[src/rtl/chip8_loader_pkg.sv]
`default_nettype none
// ============================================================================
// Module      : chip8_loader_pkg
// Description : Shared state encoding and default constants for the CHIP-8
//               program loader.
// Revision    : 1.0 - initial release
// ============================================================================
package chip8_loader_pkg;

    // Loader FSM states
    typedef enum logic [2:0] {
        ST_IDLE   = 3'd0,
        ST_LEN_HI = 3'd1,
        ST_LEN_LO = 3'd2,
        ST_DATA   = 3'd3,
        ST_CSUM   = 3'd4,
        ST_DONE   = 3'd5,
        ST_ERR    = 3'd6
    } state_t;

    // Default frame / memory constants
    localparam logic [11:0] c_LOAD_BASE = 12'h200;
    localparam int          c_MAX_LEN   = 3584;
    localparam logic [7:0]  c_SYNC_BYTE = 8'hA5;
    localparam logic [23:0] c_TIMEOUT   = 24'd1000000;

    // True while a frame is being received (inter-byte timer is running)
    function automatic logic in_frame(input state_t s);
        return (s == ST_LEN_HI) || (s == ST_LEN_LO) ||
               (s == ST_DATA)   || (s == ST_CSUM);
    endfunction

endpackage
`default_nettype wire

[src/rtl/chip8_loader_if.sv]
`default_nettype none
// ============================================================================
// Module      : chip8_loader_if
// Description : Byte stream input and RAM/CPU-control outputs of the loader.
//               slave = loader side, master = UART/RAM/CPU side.
// Revision    : 1.0 - initial release
// ============================================================================
interface chip8_loader_if;
    logic [7:0]  rx_data_i;
    logic        rx_valid_i;
    logic [11:0] mem_addr_o;
    logic [7:0]  mem_data_o;
    logic        mem_we_o;
    logic        cpu_rst_o;
    logic        done_o;
    logic        err_o;

    modport slave (
        input  rx_data_i, rx_valid_i,
        output mem_addr_o, mem_data_o, mem_we_o, cpu_rst_o, done_o, err_o
    );

    modport master (
        output rx_data_i, rx_valid_i,
        input  mem_addr_o, mem_data_o, mem_we_o, cpu_rst_o, done_o, err_o
    );
endinterface
`default_nettype wire

[src/rtl/chip8_loader_timer.sv]
`default_nettype none
// ============================================================================
// Module      : chip8_loader_timer
// Description : Inter-byte timeout counter. Clear has priority over enable;
//               the count saturates at TIMEOUT and flags expiry there.
// Revision    : 1.0 - initial release
// ============================================================================
module chip8_loader_timer #(
    parameter logic [23:0] TIMEOUT = 24'd1000000
) (
    input  wire logic clk_i,
    input  wire logic rst_i,
    input  wire logic i_clr,
    input  wire logic i_en,
    output logic      o_expired
);

    logic [23:0] r_count;

    // Count idle cycles; restart on every received byte
    always_ff @(posedge clk_i) begin
        if (rst_i) begin
            r_count <= 24'd0;
        end else if (i_clr) begin
            r_count <= 24'd0;
        end else if (i_en && (r_count != TIMEOUT)) begin
            r_count <= r_count + 24'd1;
        end
    end

    assign o_expired = (r_count == TIMEOUT);

endmodule
`default_nettype wire

[src/rtl/chip8_loader.sv]
`default_nettype none
// ============================================================================
// Module      : chip8_loader
// Description : Parses SYNC/LEN/payload/CSUM frames from the UART byte stream,
//               writes the payload into CHIP-8 RAM from LOAD_BASE and holds
//               the core in reset until the checksum verifies.
// Revision    : 1.0 - initial release
// ============================================================================
module chip8_loader
    import chip8_loader_pkg::*;
#(
    parameter logic [11:0] LOAD_BASE = c_LOAD_BASE,
    parameter int          MAX_LEN   = c_MAX_LEN,
    parameter logic [7:0]  SYNC_BYTE = c_SYNC_BYTE,
    parameter logic [23:0] TIMEOUT   = c_TIMEOUT
) (
    input  wire logic      clk_i,
    input  wire logic      rst_i,
    chip8_loader_if.slave  bus
);

    state_t      r_state,   w_state;
    logic [15:0] r_len,     w_len;
    logic [15:0] r_idx,     w_idx;
    logic [7:0]  r_csum,    w_csum;
    logic [11:0] r_addr,    w_addr;
    logic [7:0]  r_data,    w_data;
    logic        r_we,      w_we;
    logic        r_cpu_rst, w_cpu_rst;
    logic        r_done,    w_done;
    logic        r_err,     w_err;

    logic        w_expired;
    logic        w_in_frame;
    logic [15:0] w_len_full;
    logic [15:0] w_idx_inc;

    assign w_in_frame = in_frame(r_state);
    assign w_len_full = {r_len[15:8], bus.rx_data_i};
    assign w_idx_inc  = r_idx + 16'd1;

    chip8_loader_timer #(
        .TIMEOUT (TIMEOUT)
    ) u_timer (
        .clk_i     (clk_i),
        .rst_i     (rst_i),
        .i_clr     (bus.rx_valid_i || !w_in_frame),
        .i_en      (w_in_frame),
        .o_expired (w_expired)
    );

    // State and datapath registers
    always_ff @(posedge clk_i) begin
        if (rst_i) begin
            r_state   <= ST_IDLE;
            r_len     <= 16'd0;
            r_idx     <= 16'd0;
            r_csum    <= 8'd0;
            r_addr    <= 12'd0;
            r_data    <= 8'd0;
            r_we      <= 1'b0;
            r_cpu_rst <= 1'b0;
            r_done    <= 1'b0;
            r_err     <= 1'b0;
        end else begin
            r_state   <= w_state;
            r_len     <= w_len;
            r_idx     <= w_idx;
            r_csum    <= w_csum;
            r_addr    <= w_addr;
            r_data    <= w_data;
            r_we      <= w_we;
            r_cpu_rst <= w_cpu_rst;
            r_done    <= w_done;
            r_err     <= w_err;
        end
    end

    // Next-state and output decode; a received byte always beats the timeout
    always_comb begin
        w_state   = r_state;
        w_len     = r_len;
        w_idx     = r_idx;
        w_csum    = r_csum;
        w_addr    = r_addr;
        w_data    = r_data;
        w_we      = 1'b0;
        w_cpu_rst = r_cpu_rst;
        w_done    = r_done;
        w_err     = r_err;

        case (r_state)
            ST_IDLE, ST_DONE, ST_ERR: begin
                if (bus.rx_valid_i && (bus.rx_data_i == SYNC_BYTE)) begin
                    w_state   = ST_LEN_HI;
                    w_cpu_rst = 1'b1;
                    w_done    = 1'b0;
                    w_err     = 1'b0;
                end
            end
            ST_LEN_HI: begin
                if (bus.rx_valid_i) begin
                    w_len[15:8] = bus.rx_data_i;
                    w_state     = ST_LEN_LO;
                end else if (w_expired) begin
                    w_state = ST_ERR;
                    w_err   = 1'b1;
                end
            end
            ST_LEN_LO: begin
                if (bus.rx_valid_i) begin
                    w_len = w_len_full;
                    if ((w_len_full == 16'd0) || (w_len_full > 16'(MAX_LEN))) begin
                        w_state = ST_ERR;
                        w_err   = 1'b1;
                    end else begin
                        w_idx   = 16'd0;
                        w_csum  = 8'd0;
                        w_state = ST_DATA;
                    end
                end else if (w_expired) begin
                    w_state = ST_ERR;
                    w_err   = 1'b1;
                end
            end
            ST_DATA: begin
                if (bus.rx_valid_i) begin
                    w_data = bus.rx_data_i;
                    w_addr = LOAD_BASE + r_idx[11:0];
                    w_we   = 1'b1;
                    w_csum = r_csum + bus.rx_data_i;
                    w_idx  = w_idx_inc;
                    if (w_idx_inc == r_len) begin
                        w_state = ST_CSUM;
                    end
                end else if (w_expired) begin
                    w_state = ST_ERR;
                    w_err   = 1'b1;
                end
            end
            ST_CSUM: begin
                if (bus.rx_valid_i) begin
                    if (bus.rx_data_i == r_csum) begin
                        w_state   = ST_DONE;
                        w_done    = 1'b1;
                        w_cpu_rst = 1'b0;
                    end else begin
                        w_state = ST_ERR;
                        w_err   = 1'b1;
                    end
                end else if (w_expired) begin
                    w_state = ST_ERR;
                    w_err   = 1'b1;
                end
            end
            default: begin
                w_state = ST_IDLE;
            end
        endcase
    end

    assign bus.mem_addr_o = r_addr;
    assign bus.mem_data_o = r_data;
    assign bus.mem_we_o   = r_we;
    assign bus.cpu_rst_o  = r_cpu_rst;
    assign bus.done_o     = r_done;
    assign bus.err_o      = r_err;

endmodule
`default_nettype wire

[src/flat_wrapper.sv]
// flat-port wrapper written by rule: the top's interface ports become plain ports
module chip8_loader_flat import chip8_loader_pkg::*;
#(
    parameter logic [11:0] LOAD_BASE = c_LOAD_BASE,
    parameter int          MAX_LEN   = c_MAX_LEN,
    parameter logic [7:0]  SYNC_BYTE = c_SYNC_BYTE,
    parameter logic [23:0] TIMEOUT   = c_TIMEOUT
)
  (clk_i, rst_i, bus_rx_data_i, bus_rx_valid_i, bus_mem_addr_o, bus_mem_data_o, bus_mem_we_o, bus_cpu_rst_o, bus_done_o, bus_err_o);
  chip8_loader_if bus_i ();
  input  wire logic clk_i;
  input  wire logic rst_i;
  input wire logic [$bits(bus_i.rx_data_i)-1:0] bus_rx_data_i;
  input wire logic [$bits(bus_i.rx_valid_i)-1:0] bus_rx_valid_i;
  output wire logic [$bits(bus_i.mem_addr_o)-1:0] bus_mem_addr_o;
  output wire logic [$bits(bus_i.mem_data_o)-1:0] bus_mem_data_o;
  output wire logic [$bits(bus_i.mem_we_o)-1:0] bus_mem_we_o;
  output wire logic [$bits(bus_i.cpu_rst_o)-1:0] bus_cpu_rst_o;
  output wire logic [$bits(bus_i.done_o)-1:0] bus_done_o;
  output wire logic [$bits(bus_i.err_o)-1:0] bus_err_o;
  assign bus_i.rx_data_i = bus_rx_data_i;
  assign bus_i.rx_valid_i = bus_rx_valid_i;
  assign bus_mem_addr_o = bus_i.mem_addr_o;
  assign bus_mem_data_o = bus_i.mem_data_o;
  assign bus_mem_we_o = bus_i.mem_we_o;
  assign bus_cpu_rst_o = bus_i.cpu_rst_o;
  assign bus_done_o = bus_i.done_o;
  assign bus_err_o = bus_i.err_o;
  chip8_loader #(.LOAD_BASE(LOAD_BASE), .MAX_LEN(MAX_LEN), .SYNC_BYTE(SYNC_BYTE), .TIMEOUT(TIMEOUT)) u_core (.clk_i(clk_i), .rst_i(rst_i), .bus(bus_i));
endmodule
[config.mk]
export PLATFORM = sky130hd
export DESIGN_NAME = chip8_loader_flat
export DESIGN_NICKNAME = d
export VERILOG_FILES = /design/src/rtl/chip8_loader_pkg.sv /design/src/rtl/chip8_loader_if.sv /design/src/rtl/chip8_loader_timer.sv /design/src/rtl/chip8_loader.sv /design/src/flat_wrapper.sv
export SDC_FILE = /design/constraint.sdc
export NUM_CORES = 1
export LEC_CHECK = 0
export ABC_CLOCK_PERIOD_IN_PS = 4400
export CAP_MARGIN = 10
export CORE_UTILIZATION = 45
export CTS_CLUSTER_SIZE = 30
export DETAILED_ROUTE_END_ITERATION = 12
export SLEW_MARGIN = 5
export SYNTH_ARGS = -nofsm -noshare
export SYNTH_HDL_FRONTEND = slang
export SYNTH_HIERARCHICAL = 1
export SYNTH_SLANG_ARGS = --single-unit
[constraint.sdc]
create_clock -name clk_i -period 4.4 [get_ports clk_i]
set_input_delay 0.44 -clock clk_i [delete_from_list [all_inputs] [get_ports clk_i]]
set_output_delay 0.44 -clock clk_i [all_outputs]
set_load 0.005 [all_outputs]
==> results.tsv <==
metric	value	unit
Post-synth EDFFs	0	
R2R Setup Slk	1.44	ns
die width	106	µm
H-tree depth	3	
yosys warns	6	
largest net degree at the start of global routing	73	
Tot GR Track Use	0.217	
cell leakage power	1.88	nW
multi-input logic area	2840	µm²
final core utilization	0.526	
Critical Path, Cell by Cell	clkdlybuf4s50_1, or4_4, nor2_2, a21oi_2, or4_1, or4_1, o32ai_2, a221oi_1	
CTS tree	built	
first-pass GRT wire length	19300	µm
register area	1820	µm²
Slowest-stage cell, CP	or4_4	
Startpoint Class	input port	
Remaining DRCs	0	
ant diodes	0	
Adder-Cell Fraction of Synth Area	0.0323	
Synth Register Bits	91	
XOR/XNOR share of the synthesized area	0.0807	
main combinational cell family by area after synthesis	simple AND/OR/NAND/NOR gates	
crit-path max FO	7	
sequential area share after synthesis	0.373	
antenna violations before repair	0	
critical path class	input port to register	
Syn Std Cell Area	4880	µm²
Crit path buffers/inverters	1	
Slew Limit Fails	0	
routability-driven placement congestion ratio	0.809	
worst hold endpoint	u_core/u_timer/r_count[23]$_SDFFE_PP0P_	
endpoints failing setup	0	
vias in the first global route	3756	
CTS resizes	0	
period utilization	0.717	
total power	0.00213	W
Yosys top cell area share	0.373	
Avg Vias per Cell	5.70	
Layout area overhead	12.1	%
Synth area leader	dfxtp_1	
hold_buf cts	0	
DRT iter0 DRCs	241	
Avg Cell Area, Syn	7.94	µm²
post-layout min period	3.15	ns
Congestion Overflow GR	0	
initial core utilization	0.469	
multiplexer share of the synthesized area	0.0307	
number of buffers added on ports	34	
top cells by count, synth	dfxtp_1 (91), nand2_1 (87), a21oi_1 (67)	
worst r2r path cells	8	
Root Buffer	clkbuf_8	
Max IR drop VDD	0.000227	V
fmax	317	MHz
FF-to-FF End	u_core/r_state[0]$_SDFFE_PP0P_	
routed len/inst	15.6	µm
DIE AREA	11300	µm²
Final ANT Viol Nets	0	
Main synth FF type	dfxtp_1	
Cell Rows	37	
most common cell in the netlist	dfxtp_1	
Min-Delay Path Class	input port to register	
Most common cell on crit path	or4_1	
Max Clock Skew	0.00466	ns
most area-consuming cells after synthesis	dfxtp_1 (37%), a21oi_1 (6.9%), nand2_1 (6.7%)	
post-synthesis cell count	615	
Detailed Routing Iterations Pass 1	5	
delay-heaviest family, CP	simple AND/OR/NAND/NOR gates	
Data arrival, critical path	3.36	ns
Post-CTS Setup Bufs	0	
Synth Area in Simple Gates	0.287	
cell area after layout	5480	µm²
Total Wirelength	12000	µm
total number of vias	4371	
fin nets	649	
DP Area	5270	µm²
CTS clk-pin slew, worst paths	0.09	ns
RSZ-0062 raised after global routing	false	
CP Capture Type	register	
clk buf depth	2	
Max Cap Viol	0	
final count of hold timing violations	0	
hpwl dp	8000	µm
max_slew headroom	0.450	
hold depth	3	
share of cells above drive strength 1	0.0507	
Req. time, crit path	4.60	ns
Pwr Density	389	nW/µm²
R2R Path Start	u_core/r_idx[0]$_SDFFE_PP0P_	
Worst Hold Launch	rst_i	
setup tns final	0	ns
Sink Count	91	
post-synthesis compound-gate area fraction	0.151	
Syn Nets	638	
I/O pin cnt	35	
max incr delay on CP	0.61	ns
CTS Buf Count	9	
later-pin clock latency in the skew report	0.36	ns
Worst-Margin Slew	0.826	ns
fraction of registers with async set or reset after synthesis	0	
Fillers	1019	
outcome	finished, final reports clean	
core box area	10400	µm²
die height	106	µm
Yosys cell types	61	
-- layout make-up --
| type | instances | share of cell area |
|---|---|---|
| clock buffers | 10 | 0.0233 |
| multi-input cells | 471 | 0.519 |
| well taps | 136 | 0.0311 |
| repair buffers | 42 | 0.0722 |
| flip-flops and latches | 91 | 0.333 |
| clock inverters | 6 | 0.0146 |
| inverters | 11 | 0.00754 |
-- routing by layer --
| metal | track usage | wire length, µm | vias to the layer above | part of all wire |
|---|---|---|---|---|
| li1 | - | - | 2196 | - |
| met1 | 0.322 | 6210 | 2090 | 0.52 |
| met2 | 0.317 | 5260 | 74 | 0.44 |
| met3 | 0.0362 | 381 | 11 | 0.032 |
| met4 | 0.0665 | 131 | 0 | 0.011 |
| met5 | 0 | 0 | - | 0 |
-- tightest hold or removal path: cells and delay by family --
kind / cells / cell delay [ns]
buffers and inverters: 1 / 0.11
AND/OR/NAND/NOR: 1 / 0.10
AO/OA/AOI/OAI: 1 / 0.05
-- power by group --
group | switching (W) | total, W | internal (W) | leakage [nW]
registers | 0.0000685 | 0.000939 | 0.000871 | 0.735
logic | 0.000368 | 0.000573 | 0.000205 | 1.04
clock network | 0.000299 | 0.000616 | 0.000317 | 0.110
total | 0.000736 | 0.00213 | 0.00139 | 1.88
-- worst max path at each step --
stage,start,endpoint,slack (ns),cells past startpoint
final,bus_rx_data_i[1],u_core/r_state[0]$_SDFFE_PP0P_,1.25,8
after global routing,bus_rx_data_i[1],u_core/r_idx[2]$_SDFFE_PP0P_,1.13,8
after CTS,bus_rx_data_i[1],u_core/r_state[0]$_SDFFE_PP0P_,1.27,8
after detailed placement,bus_rx_data_i[1],u_core/r_state[0]$_SDFFE_PP0P_,0.89,8
after global placement,bus_rx_data_i[1],u_core/r_state[0]$_SDFFE_PP0P_,1.04,8
after floorplan,bus_rx_data_i[1],u_core/r_state[0]$_SDFFE_PP0P_,1.80,7
-- registers in the layout (all words and copies together) (netlist names) --
signal and flops:
u_core/bus.mem_data_o 8, u_core/r_len 16, u_core/u_timer/r_count 24, u_core/bus.cpu_rst_o 1, u_core/r_state 3, u_core/bus.mem_addr_o 12
u_core/bus.mem_we_o 1, u_core/bus.done_o 1, u_core/r_csum 8, u_core/r_idx 16, u_core/bus.err_o 1
-- kinds of logic (layout without fill, tap and decap cells) --
| family | after synthesis | in the layout |
|---|---|---|
| and+or+nand+nor | 277 | 277 |
| AOI/OAI and AO/OA | 122 | 122 |
| DFF | 91 | 91 |
| buffers and inverters | 53 | 69 |
| xor gates and xnor gates | 45 | 45 |
| muxes | 15 | 15 |
| adders and majority gates | 12 | 12 |
-- stage by stage --
stage                     hold slack, ns  setup slack (ns)  cells
final                              0.389              1.25    767
after global routing               0.389              1.13    767
after CTS                          0.370              1.27    767
after detailed placement           0.448             0.888    751
after global placement             0.442              1.04    751
after floorplan                    0.436              1.80    615
-- layout by cell type, fill, tap and decap left out, types with 3 or more instances in the layout --
cell,netlist,routed
dfxtp_1,91,91
xor2_1,14,14
clkdlybuf4s50_1,0,33
or3_1,9,9
nand2b_1,4,4
clkbuf_8,0,9
nor3_1,16,16
nor3b_1,4,4
nor4_1,11,11
nand3_1,28,28
a21o_1,3,3
and2_1,3,3
inv_1,11,11
nand3b_1,5,5
nor2_1,55,55
a21oi_1,67,67
o21ai_0,18,18
mux2i_1,15,15
nand2_1,87,87
xnor2_1,31,31
nand4_1,12,12
and4_1,6,6
or4_1,12,12
and3_1,13,13
o31ai_1,8,8
clkinv_2,0,4
ha_1,11,11
buf_4,1,8
(Power assumes the default switching activity.)
